===== config.mk =====
export PLATFORM = sky130hd
export DESIGN_NAME = pkt_test_sequencer
export DESIGN_NICKNAME = d
export VERILOG_FILES = /design/src/rtl/tb_seq_pkg.sv /design/src/rtl/pkt_test_sequencer_lfsr.sv /design/src/rtl/pkt_test_sequencer.sv
export SDC_FILE = /design/constraint.sdc
export NUM_CORES = 1
export LEC_CHECK = 0
export BUFFER_PORTS_ARGS = -buffer_cell sky130_fd_sc_hd__buf_2
export CAP_MARGIN = 20
export CORE_UTILIZATION = 50
export CTS_CLUSTER_DIAMETER = 30
export DETAILED_ROUTE_END_ITERATION = 7
export PLACE_DENSITY = 0.73
export REMOVE_ABC_BUFFERS = 1
export SLEW_MARGIN = 40
export SYNTH_ARGS = -nofsm -noshare
export SYNTH_HDL_FRONTEND = slang
export SYNTH_SLANG_ARGS = --single-unit

===== constraint.sdc =====
create_clock -name clk -period 2.34 [get_ports clk]
set_input_delay 0.117 -clock clk [delete_from_list [all_inputs] [get_ports clk]]
set_output_delay 0.117 -clock clk [all_outputs]
set_load 0.005 [all_outputs]

===== src/rtl/tb_seq_pkg.sv =====
// Shared definitions for the packet test sequencer.
//   - seq_state_e : sequencer FSM states
//   - LFSR_MASK   : Galois feedback mask (shift-right form)
//   - SEED_DEFAULT: LFSR value after reset, and the substitute for a zero seed
//   - next_lfsr() : one step of the 16-bit Galois LFSR
package tb_seq_pkg;

  typedef enum logic [2:0] {
    IDLE     = 3'd0,
    DRAW_CNT = 3'd1,
    DRAW_LEN = 3'd2,
    SEND     = 3'd3,
    WAIT_RES = 3'd4,
    FINISH   = 3'd5
  } seq_state_e;

  localparam logic [15:0] LFSR_MASK    = 16'hB400;
  localparam logic [15:0] SEED_DEFAULT = 16'hACE1;

  // The bit shifted out decides whether the feedback mask is applied.
  function automatic logic [15:0] next_lfsr(input logic [15:0] cur);
    return cur[0] ? ((cur >> 1) ^ LFSR_MASK) : (cur >> 1);
  endfunction

endpackage


===== src/rtl/pkt_test_sequencer_lfsr.sv =====
// 16-bit Galois LFSR used as the sequencer's random source.
// Ports:
//   clk, rst  : clock, synchronous active-high reset (q returns to SEED)
//   load      : load load_val (a zero value is replaced by SEED)
//   load_val  : seed value
//   adv       : advance one step
//   q         : current LFSR state
module lfsr16_galois
  import tb_seq_pkg::*;
#(
  parameter logic [15:0] SEED = SEED_DEFAULT
) (
  input  logic        clk,
  input  logic        rst,
  input  logic        load,
  input  logic [15:0] load_val,
  input  logic        adv,
  output logic [15:0] q
);

  logic [15:0] q_q, q_d;

  // An all-zero state would lock the LFSR, so zero seeds fall back to SEED.
  always_comb begin
    q_d = q_q;
    if (load) begin
      q_d = (load_val == 16'd0) ? SEED : load_val;
    end else if (adv) begin
      q_d = next_lfsr(q_q);
    end
  end

  always_ff @(posedge clk) begin
    if (rst) begin
      q_q <= SEED;
    end else begin
      q_q <= q_d;
    end
  end

  assign q = q_q;

endmodule


===== src/rtl/pkt_test_sequencer.sv =====
// Multi-test packet stimulus sequencer.
// Runs num_test tests; each test draws a random packet count (1..MAX_PKT),
// sends that many packets with random lengths to channel test_idx mod NUM_CH,
// then waits for a checker verdict and updates the pass/fail counters.
// Ports:
//   clk, rst            : clock, synchronous active-high reset
//   start, num_test,
//   small_len           : suite request and its settings (sampled when idle)
//   seed_load, seed_val : LFSR seeding, honoured only while idle
//   pkt_valid/pkt_ready : one-hot per-channel packet handshake
//   pkt_len, pkt_last   : shared packet length and last-of-test marker
//   test_idx            : current test index
//   res_valid, res_pass : checker verdict
//   busy, done          : suite in progress / one-cycle completion pulse
//   pass_cnt, fail_cnt  : suite result counters
module pkt_test_sequencer #(
  parameter int          NUM_CH        = 4,
  parameter int          MAX_PKT       = 256,
  parameter int          TEST_W        = 8,
  parameter int          LEN_W         = 6,
  parameter int          SMALL_LEN_MAX = 8,
  parameter logic [15:0] SEED_DEFAULT  = tb_seq_pkg::SEED_DEFAULT
) (
  input  logic              clk,
  input  logic              rst,
  input  logic              start,
  input  logic [TEST_W-1:0] num_test,
  input  logic              small_len,
  input  logic              seed_load,
  input  logic [15:0]       seed_val,
  output logic [NUM_CH-1:0] pkt_valid,
  input  logic [NUM_CH-1:0] pkt_ready,
  output logic [LEN_W-1:0]  pkt_len,
  output logic              pkt_last,
  output logic [TEST_W-1:0] test_idx,
  input  logic              res_valid,
  input  logic              res_pass,
  output logic              busy,
  output logic              done,
  output logic [TEST_W-1:0] pass_cnt,
  output logic [TEST_W-1:0] fail_cnt
);
  import tb_seq_pkg::*;

  localparam int PW    = $clog2(MAX_PKT);
  localparam int CNT_W = PW + 1;

  seq_state_e        state_q, state_d;
  logic [TEST_W-1:0] num_test_q, num_test_d;
  logic [TEST_W-1:0] test_idx_q, test_idx_d;
  logic [TEST_W-1:0] pass_q, pass_d;
  logic [TEST_W-1:0] fail_q, fail_d;
  logic              small_q, small_d;
  logic [CNT_W-1:0]  rem_q, rem_d;
  logic [LEN_W-1:0]  len_q, len_d;
  logic [15:0]       lfsr_q;
  logic              lfsr_load, lfsr_adv, hs, last_test;
  logic [NUM_CH-1:0] sel_oh;

  function automatic logic [LEN_W-1:0] sat_len(input logic [LEN_W:0] v);
    return v[LEN_W] ? {LEN_W{1'b1}} : v[LEN_W-1:0];
  endfunction

  // Length = low k bits + 1; only the large range can overflow LEN_W bits.
  function automatic logic [LEN_W-1:0] draw_len(input logic [15:0] r, input logic sm);
    logic [LEN_W:0] v;
    if (sm) begin
      v = (LEN_W+1)'(r % 16'(SMALL_LEN_MAX)) + (LEN_W+1)'(1);
    end else begin
      v = {1'b0, r[LEN_W-1:0]} + (LEN_W+1)'(1);
    end
    return sat_len(v);
  endfunction

  // Seed load wins over a same-cycle start, so DRAW_CNT sees the new seed.
  assign lfsr_load = seed_load && (state_q == IDLE);
  assign lfsr_adv  = (state_q == DRAW_CNT) || (state_q == DRAW_LEN);

  lfsr16_galois #(.SEED(SEED_DEFAULT)) u_lfsr (
    .clk      (clk),
    .rst      (rst),
    .load     (lfsr_load),
    .load_val (seed_val),
    .adv      (lfsr_adv),
    .q        (lfsr_q)
  );

  assign sel_oh    = NUM_CH'(1) << (test_idx_q & TEST_W'(NUM_CH - 1));
  assign hs        = (state_q == SEND) && (|(sel_oh & pkt_ready));
  assign last_test = (test_idx_q == num_test_q - TEST_W'(1));

  always_ff @(posedge clk) begin
    if (rst) begin
      state_q <= IDLE;
    end else begin
      state_q <= state_d;
    end
  end

  always_comb begin
    state_d = state_q;
    case (state_q)
      IDLE:     if (start) state_d = (num_test == '0) ? FINISH : DRAW_CNT;
      DRAW_CNT: state_d = DRAW_LEN;
      DRAW_LEN: state_d = SEND;
      SEND:     if (hs) state_d = (rem_q == CNT_W'(1)) ? WAIT_RES : DRAW_LEN;
      WAIT_RES: if (res_valid) state_d = last_test ? FINISH : DRAW_CNT;
      FINISH:   state_d = IDLE;
      default:  state_d = IDLE;
    endcase
  end

  always_comb begin
    num_test_d = num_test_q;
    test_idx_d = test_idx_q;
    pass_d     = pass_q;
    fail_d     = fail_q;
    small_d    = small_q;
    rem_d      = rem_q;
    len_d      = len_q;
    case (state_q)
      IDLE: begin
        if (start) begin
          num_test_d = num_test;
          small_d    = small_len;
          test_idx_d = '0;
          pass_d     = '0;
          fail_d     = '0;
        end
      end
      DRAW_CNT: rem_d = CNT_W'(lfsr_q[PW-1:0]) + CNT_W'(1);
      DRAW_LEN: len_d = draw_len(lfsr_q, small_q);
      SEND:     if (hs) rem_d = rem_q - CNT_W'(1);
      WAIT_RES: begin
        if (res_valid) begin
          if (res_pass) pass_d = pass_q + TEST_W'(1);
          else          fail_d = fail_q + TEST_W'(1);
          // On the final test test_idx holds so it reads num_test-1 afterwards.
          if (!last_test) test_idx_d = test_idx_q + TEST_W'(1);
        end
      end
      default: ;
    endcase
  end

  always_ff @(posedge clk) begin
    if (rst) begin
      num_test_q <= '0;
      test_idx_q <= '0;
      pass_q     <= '0;
      fail_q     <= '0;
      small_q    <= 1'b0;
      rem_q      <= '0;
      len_q      <= '0;
    end else begin
      num_test_q <= num_test_d;
      test_idx_q <= test_idx_d;
      pass_q     <= pass_d;
      fail_q     <= fail_d;
      small_q    <= small_d;
      rem_q      <= rem_d;
      len_q      <= len_d;
    end
  end

  always_comb begin
    pkt_valid = (state_q == SEND) ? sel_oh : '0;
    pkt_last  = (state_q == SEND) && (rem_q == CNT_W'(1));
    busy      = (state_q != IDLE);
    done      = (state_q == FINISH);
  end

  assign pkt_len  = len_q;
  assign test_idx = test_idx_q;
  assign pass_cnt = pass_q;
  assign fail_cnt = fail_q;

endmodule


==> reports/qor.txt, run 1 <==
Tcrit/Tclk final - 0.930
TNS Setup - 0 ps
DP HPWL - 6670 um
antenna diode count - 0
Min-Delay Startpoint - seed_val[15]
row count - 31
worst IR drop on VDD - 0.356 mV
first-pass GRT wire length - 15,000 um
placer congestion estimate - 0.819
complex-gate fraction of the synthesized area - 0.206
Worst slew margin - 0.550
Die Area - 7760 um^2
Post-Synth Simple-Gate Area - 0.273
clock period minus worst slack - 2180 ps
final-stage net count - 581
worst skew pair latency - 340 ps
Post-Syn Instances - 463
reg2reg setup slack - 160 ps
DIE HEIGHT - 88.1 um
Placeable Area - 7210 um^2
largest family of logic cells by synthesized area - simple AND/OR/NAND/NOR gates
Worst Path Arrival - 2450 ps
Pre-antenna DRT Iters - 4
Total Routing Usage GR - 0.245
grt total ovfl - 0
status - completed
DR iter-0 viols - 169
hold endpoint - u_lfsr.q[15]$_SDFFE_PP1P_
worst hold path class - in2reg
number of global-route vias before repair - 3,330
Pwr Total - 2.90 mW
multiplexer area fraction after synthesis - 0.0135
DRC Markers - 0
Worst Path Max Fanout - 8
RSZ-0062 raised after global routing - no
Max Cap Viol - 0
Pwr per Cell Area - 663 nW/um^2
Worst setup EP type - flop
Routed wire per std cell - 14.2 um
xor/xnor cell area share of the yosys netlist - 0.0685
synth warn - 0
fin cells - 639
Critical Path RT - 2610 ps
initial antenna violation count - 0
Synth Area per Inst - 8.00 um^2
Starting Density - 0.514
Static Leakage - 1.83 nW
Max Clk Rate - 460 MHz
Critical Path Source Type - flop
largest net degree at the start of global routing - 29
worst-margin pin slew - 675 ps
critical path class - reg2reg
Final Setup Violations - 0
vias post-DR - 3,631
Die X - 88.1 um
sequential element share of the synthesized area - 0.362
final WL - 9100 um
Mapped Area - 3710 um^2
CP Launch Point - num_test_q[2]$_SDFFE_PP0P_
async set or reset register ratio after synthesis - 0
post-CTS setup repair buffer count - 0
layout cells sized above 1 - 0.224
IO buf count - 71
number of flops mapped to enable cells by yosys - 0
Clock Sinks - 67
Vias/cell - 5.68
FF-to-FF path depth - 7
Critical R2R Launch - num_test_q[2]$_SDFFE_PP0P_
setup ws final - 164 ps
worst slack at placement - 98.4 ps
area grow syn2layout - 18.1%
fin. max-slew vios - 0
Unique masters post-synth - 66
TritonCTS clock tree - built
clock transition at the registers of the reported paths - 70 ps
clk_skew - 9.59 ps
Adder-Cell Fraction of Synth Area - 0.0338
hold depth - 3
Yosys reg bits - 67
Final Hold Viols - 0
root buffer cell - clkbuf_8
Max clock buf depth - 2
CTS Buf Count - 9
reg2reg end - test_idx[3]$_SDFFE_PP0P_
Final ANT Viol Nets - 0
ys flop type - dfxtp_1
post-placement cell count - 624
H-Tree Depth - 3
io pins - 72
==> cell families after synthesis <==
kind of cell	after synthesis
XOR/XNOR	29
adder cells (fa/ha/maj)	10
flip-flops	67
buffers and inverters	36
AO/OA/AOI/OAI	113
AND/OR/NAND/NOR	203
multiplexers	5
==> final cells by class <==
class	count	area [um^2]
Tap cell	99	124
Sequential cell	67	1340
Inverter	11	41.3
Timing Repair Buffer	87	475
Clock inverter	3	40.0
Clock buffer	12	135
Fill cell	692	2840
Multi-Input combinational cell	360	2220
==> repair_timing <==
| action | 4_1_cts | 5_1_grt |
|---|---|---|
| resized for setup | 0 | 3 |
| hold buffers | 0 | 0 |
| endpoints found under the setup margin | 0 | 5 |
==> synthesized netlist by cell type, drive strengths merged (2+ instances only) <==
cell	instances	area [um^2]
a21o	2	15.0
a21oi	31	155
nand4	7	43.8
xnor2	13	114
nor2	45	171
inv	11	41.3
nand2	58	218
buf	6	38.8
a311oi	2	23.8
and2	5	31.3
a221oi	7	61.3
and2b	2	17.5
a2111oi	3	27.5
nor4	7	43.8
ha	10	125
o2111ai	2	17.5
mux2i	5	50.1
a31oi	3	18.8
o211a	3	30.0
o22ai	5	31.3
or3b	2	17.5
nand3b	2	15.0
clkbuf	19	81.3
nand2b	6	37.5
and3	7	45.1
o221a	2	22.5
nand3	23	115
or3	5	33.8
o21a	2	15.0
a211oi	9	82.6
nor3	21	110
o21ai	26	130
a22oi	4	30.0
and4	5	45.0
xor2	16	140
o211ai	4	30.0
dfxtp	67	1340
==> report_power, final <==
group / internal, mW / leakage [nW] / switching [mW]
sequential: 1.23 / 0.547 / 0.104
clock: 0.485 / 0.0902 / 0.428
combinational: 0.272 / 1.19 / 0.381
total: 1.99 / 1.83 / 0.913
==> flip-flops by register name (all words and copies together), names as in the netlist <==
signal and count:
state_q 3, fail_cnt 8, u_lfsr.q 16, rem_q 9, pass_cnt 8, num_test_q 8
pkt_len 6, test_idx 8, small_q 1
==> worst max path at each step <==
stage / slack, ps / to
floorplan: -40 / test_idx[7]$_SDFFE_PP0P_
global placement: 160 / rem_q[3]$_SDFFE_PP0P_
detailed placement: 100 / test_idx[3]$_SDFFE_PP0P_
CTS: 90 / test_idx[3]$_SDFFE_PP0P_
global route: 3 / test_idx[3]$_SDFFE_PP0P_
finish: 160 / test_idx[3]$_SDFFE_PP0P_
==> routing by layer <==
layer  GRT usage  wire, um  vias up
met5           0         0        -
met4      0.0748       135        0
met3      0.0556       416       12
met2       0.414      4400       92
met1       0.312      4150     1700
li1            -         -     1827
==> stage by stage <==
step | hold slack (ps) | utilization | area, um^2
finish | 15.9 | 0.607 | 4380
global route | 20.5 | 0.607 | 4380
CTS | 12.1 | 0.605 | 4360
detailed placement | 371 | 0.581 | 4190
global placement | 364 | 0.580 | 4190
floorplan | 186 | - | 3590
==> worst max-delay path, cell delays in order, from the launching register on <==
cell and delay (ps):
dfxtp_1 360, nor3_2 360, a2111oi_0 180, a31oi_1 190, a311oi_2 150, buf_4 190, or4_1 500, a31oi_1 170
==> cells in the final DEF, fill, tap and decap left out, types with 7 or more instances in the layout <==
cell type and count:
buf_2 71, dfxtp_1 67, nand2_1 58, nor2_1 44
a21oi_1 30, o21ai_0 25, nand3_1 23, nor3_1 20
xor2_1 16, buf_4 16, xnor2_1 13, inv_1 11
ha_1 9, clkbuf_8 9, nor4_1 7, a221oi_1 7
nand4_1 7
Note: power is estimated with default switching activity, not from simulation.
==> inputs of run 2 (changes only) <==
--- a/config.mk
+++ b/config.mk
@@ -11,8 +11,10 @@
 export CTS_CLUSTER_DIAMETER = 30
 export DETAILED_ROUTE_END_ITERATION = 7
 export PLACE_DENSITY = 0.73
+export RECOVER_POWER = 50
 export REMOVE_ABC_BUFFERS = 1
 export SLEW_MARGIN = 40
 export SYNTH_ARGS = -nofsm -noshare
 export SYNTH_HDL_FRONTEND = slang
+export SYNTH_HIERARCHICAL = 1
 export SYNTH_SLANG_ARGS = --single-unit
==> constraint.sdc (replaced) <==
create_clock -name clk -period 2.34 [get_ports clk]
set_input_delay 0.468 -clock clk [delete_from_list [all_inputs] [get_ports clk]]
set_output_delay 0.468 -clock clk [all_outputs]
set_load 0.005 [all_outputs]
==> reports/qor.txt, run 2 <==
Worst Path Arrival - 2560 ps
vias post-DR - 3,584
root buffer cell - clkbuf_8
post-placement cell count - 619
grt total ovfl - 0
Internal - 2.01 mW
Max Cap Viol - 0
IO buf count - 71
largest net degree at the start of global routing - 23
area grow syn2layout - 20.4%
antenna diode count - 0
final WL - 9180 um
DP HPWL - 6760 um
worst-margin pin slew - 645 ps
Fin Hold WS - 359 ps
final-stage net count - 578
first-pass GRT wire length - 15,000 um
Clock power frac - 0.344
placer congestion estimate - 0.879
Critical Path RT - 2620 ps
Placeable Area - 7250 um^2
Pwr per Cell Area - 632 nW/um^2
worst hold path class - in2reg
combinational share of power - 0.204
Adder-Cell Fraction of Synth Area - 0.0333
ys flop type - dfxtp_1
Max Clk Rate - 438 MHz
hold buffer count at cts - 0
Worst path slowest cell - or4_2
FF-to-FF path depth - 9
sequential element share of the synthesized area - 0.357
most instantiated cells after synthesis - dfxtp_1, nor2_1, a21oi_1
critical path class - reg2reg
worst skew pair latency - 350 ps
Yosys top cell by area - dfxtp_1
design area - 4530 um^2
Total Routing Usage GR - 0.242
xor/xnor cell area share of the yosys netlist - 0.0722
Post-Syn Instances - 449
Final Hold Viols - 0
initial antenna violation count - 0
CP cell instances - inv_1 > ha_2 > xor2_1 > o211ai_1 > a211o_1 > a2111oi_2 > buf_4 > or4_2 > a21oi_2
io pins - 72
row count - 31
number of global-route vias before repair - 3,270
status - completed
H-Tree Depth - 3
critical path's largest stage delay - 660 ps
layout cells sized above 1 - 0.240
Routed wire per std cell - 14.4 um
DRC Markers - 0
DR iter-0 viols - 181
Pwr Total - 2.86 mW
complex-gate fraction of the synthesized area - 0.179
multiplexer area fraction after synthesis - 0.0502
Tcrit/Tclk final - 0.977
largest family of logic cells by synthesized area - simple AND/OR/NAND/NOR gates
count leader, synth - dfxtp_1
Synth area leaders - dfxtp_1, a21oi_1, nor2_1
Area after DPL - 4290 um^2
Sw Share - 0.299
synth warn - 6
Worst setup EP type - flop
Final Setup Violations - 0
clock transition at the registers of the reported paths - 80 ps
fin. max-slew vios - 0
clock period minus worst slack - 2290 ps
Unique masters post-synth - 60
max reg flops - 16
CTS Buf Count - 9
met3 wire length - 431 um
Clock Sinks - 67
most common cell after layout, fill and taps aside - dfxtp_1
Worst Path Max Fanout - 13
Critical Path Source Type - flop
met2 WL post-DR - 4360 um
Sw Pwr - 0.857 mW
Die Area - 7880 um^2
Yosys reg bits - 67
Static Leakage - 1.80 nW
Final ANT Viol Nets - 0
DIE HEIGHT - 88.7 um
async set or reset register ratio after synthesis - 0
TritonCTS clock tree - built
Max Used Layer - met4
most frequent cells in the layout - dfxtp_1, buf_2, nor2_1
Die X - 88.7 um
clk_skew - 8.88 ps
Post-Synth Simple-Gate Area - 0.266
met1 WL - 4140 um
Mapped Area - 3760 um^2
Max clock buf depth - 2
Vias/cell - 5.63
number of flops mapped to enable cells by yosys - 0
Yosys top cell area share - 0.357
Starting Density - 0.519
TNS Setup - 0 ps
Worst slew margin - 0.569
Pre-antenna DRT Iters - 5
worst IR drop on VDD - 0.405 mV
fin cells - 637
sequential share of power - 0.452
Synth Area per Inst - 8.38 um^2
hold depth - 3
==> run 2: changes by cell type in the layout (fill, tap and decap cells not counted), sizes merged, moves of 11 or more <==
cell,delta
clkbuf,+14
a21oi,+11
o21ai,-16
nand2,-18
nor3,-11
==> run 2: worst paths after layout <==
path,start,endpoint,slack [ps]
max,num_test_q[0]$_SDFFE_PP0P_,test_idx[2]$_SDFFE_PP0P_,50
min,num_test[0],num_test_q[0]$_SDFFE_PP0P_,360
max reg2reg,num_test_q[0]$_SDFFE_PP0P_,test_idx[2]$_SDFFE_PP0P_,50
min reg2reg,pkt_len[5]$_SDFFE_PP0N_,pkt_len[5]$_SDFFE_PP0N_,490
==> run 2: cell families after synthesis <==
| family | Yosys count |
|---|---|
| flip-flops | 67 |
| adder cells (fa/ha/maj) | 10 |
| XOR/XNOR | 31 |
| multiplexers | 18 |
| AO/OA/AOI/OAI | 103 |
| AND/OR/NAND/NOR | 186 |
| buffers and inverters | 34 |
==> run 2: per-stage QoR <==
| step | util | setup WS [ps] |
|---|---|---|
| 6_report | 0.624 | 54.9 |
| 5_1_grt | 0.624 | -82.4 |
| 4_1_cts | 0.622 | 10.3 |
| 3_5_place_dp | 0.591 | 4.22 |
| 3_3_place_gp | 0.591 | 90.3 |
| 2_1_floorplan | - | -98.1 |
==> run 2: power groups by stage <==
stage	clock (mW)	combinational (mW)	sequential (mW)
2_1_floorplan	0	0.376	1.30
6_report	0.986	0.585	1.29
3_5_place_dp	0	0.558	1.32
4_1_cts	0.996	0.569	1.29
5_1_grt	1.05	0.655	1.30
3_3_place_gp	0	0.547	1.31
==> run 2: metal layers <==
| layer | track usage | vias to the layer above |
|---|---|---|
| met5 | 0 | - |
| li1 | - | 1790 |
| met1 | 0.307 | 1658 |
| met4 | 0.109 | 0 |
| met2 | 0.406 | 114 |
| met3 | 0.0345 | 22 |
==> run 2: what timing repair did <==
| item | CTS | global route |
|---|---|---|
| setup endpoints to repair | 3 | 10 |
| setup buffers | 0 | 2 |
| pin swaps | 0 | 5 |
| resized for setup | 4 | 8 |
==> run 2: final cells by class <==
| type | instances | area, um^2 |
|---|---|---|
| Clock buffer | 10 | 138 |
| Tap cell | 99 | 124 |
| Clock inverter | 6 | 65.1 |
| Inverter | 13 | 48.8 |
| Timing Repair Buffer | 94 | 508 |
| Sequential cell | 67 | 1350 |
| Multi-Input combinational cell | 348 | 2290 |
| Fill cell | 656 | 2730 |
==> run 2: worst max-delay path, delay by kind of cell, from the launching register on <==
kind / cells / cell delay (ps)
compound gates: 4 / 520
fa+ha+maj: 1 / 270
buf+inv: 2 / 240
flops: 1 / 380
xor+xnor: 1 / 160
simple gates: 1 / 660
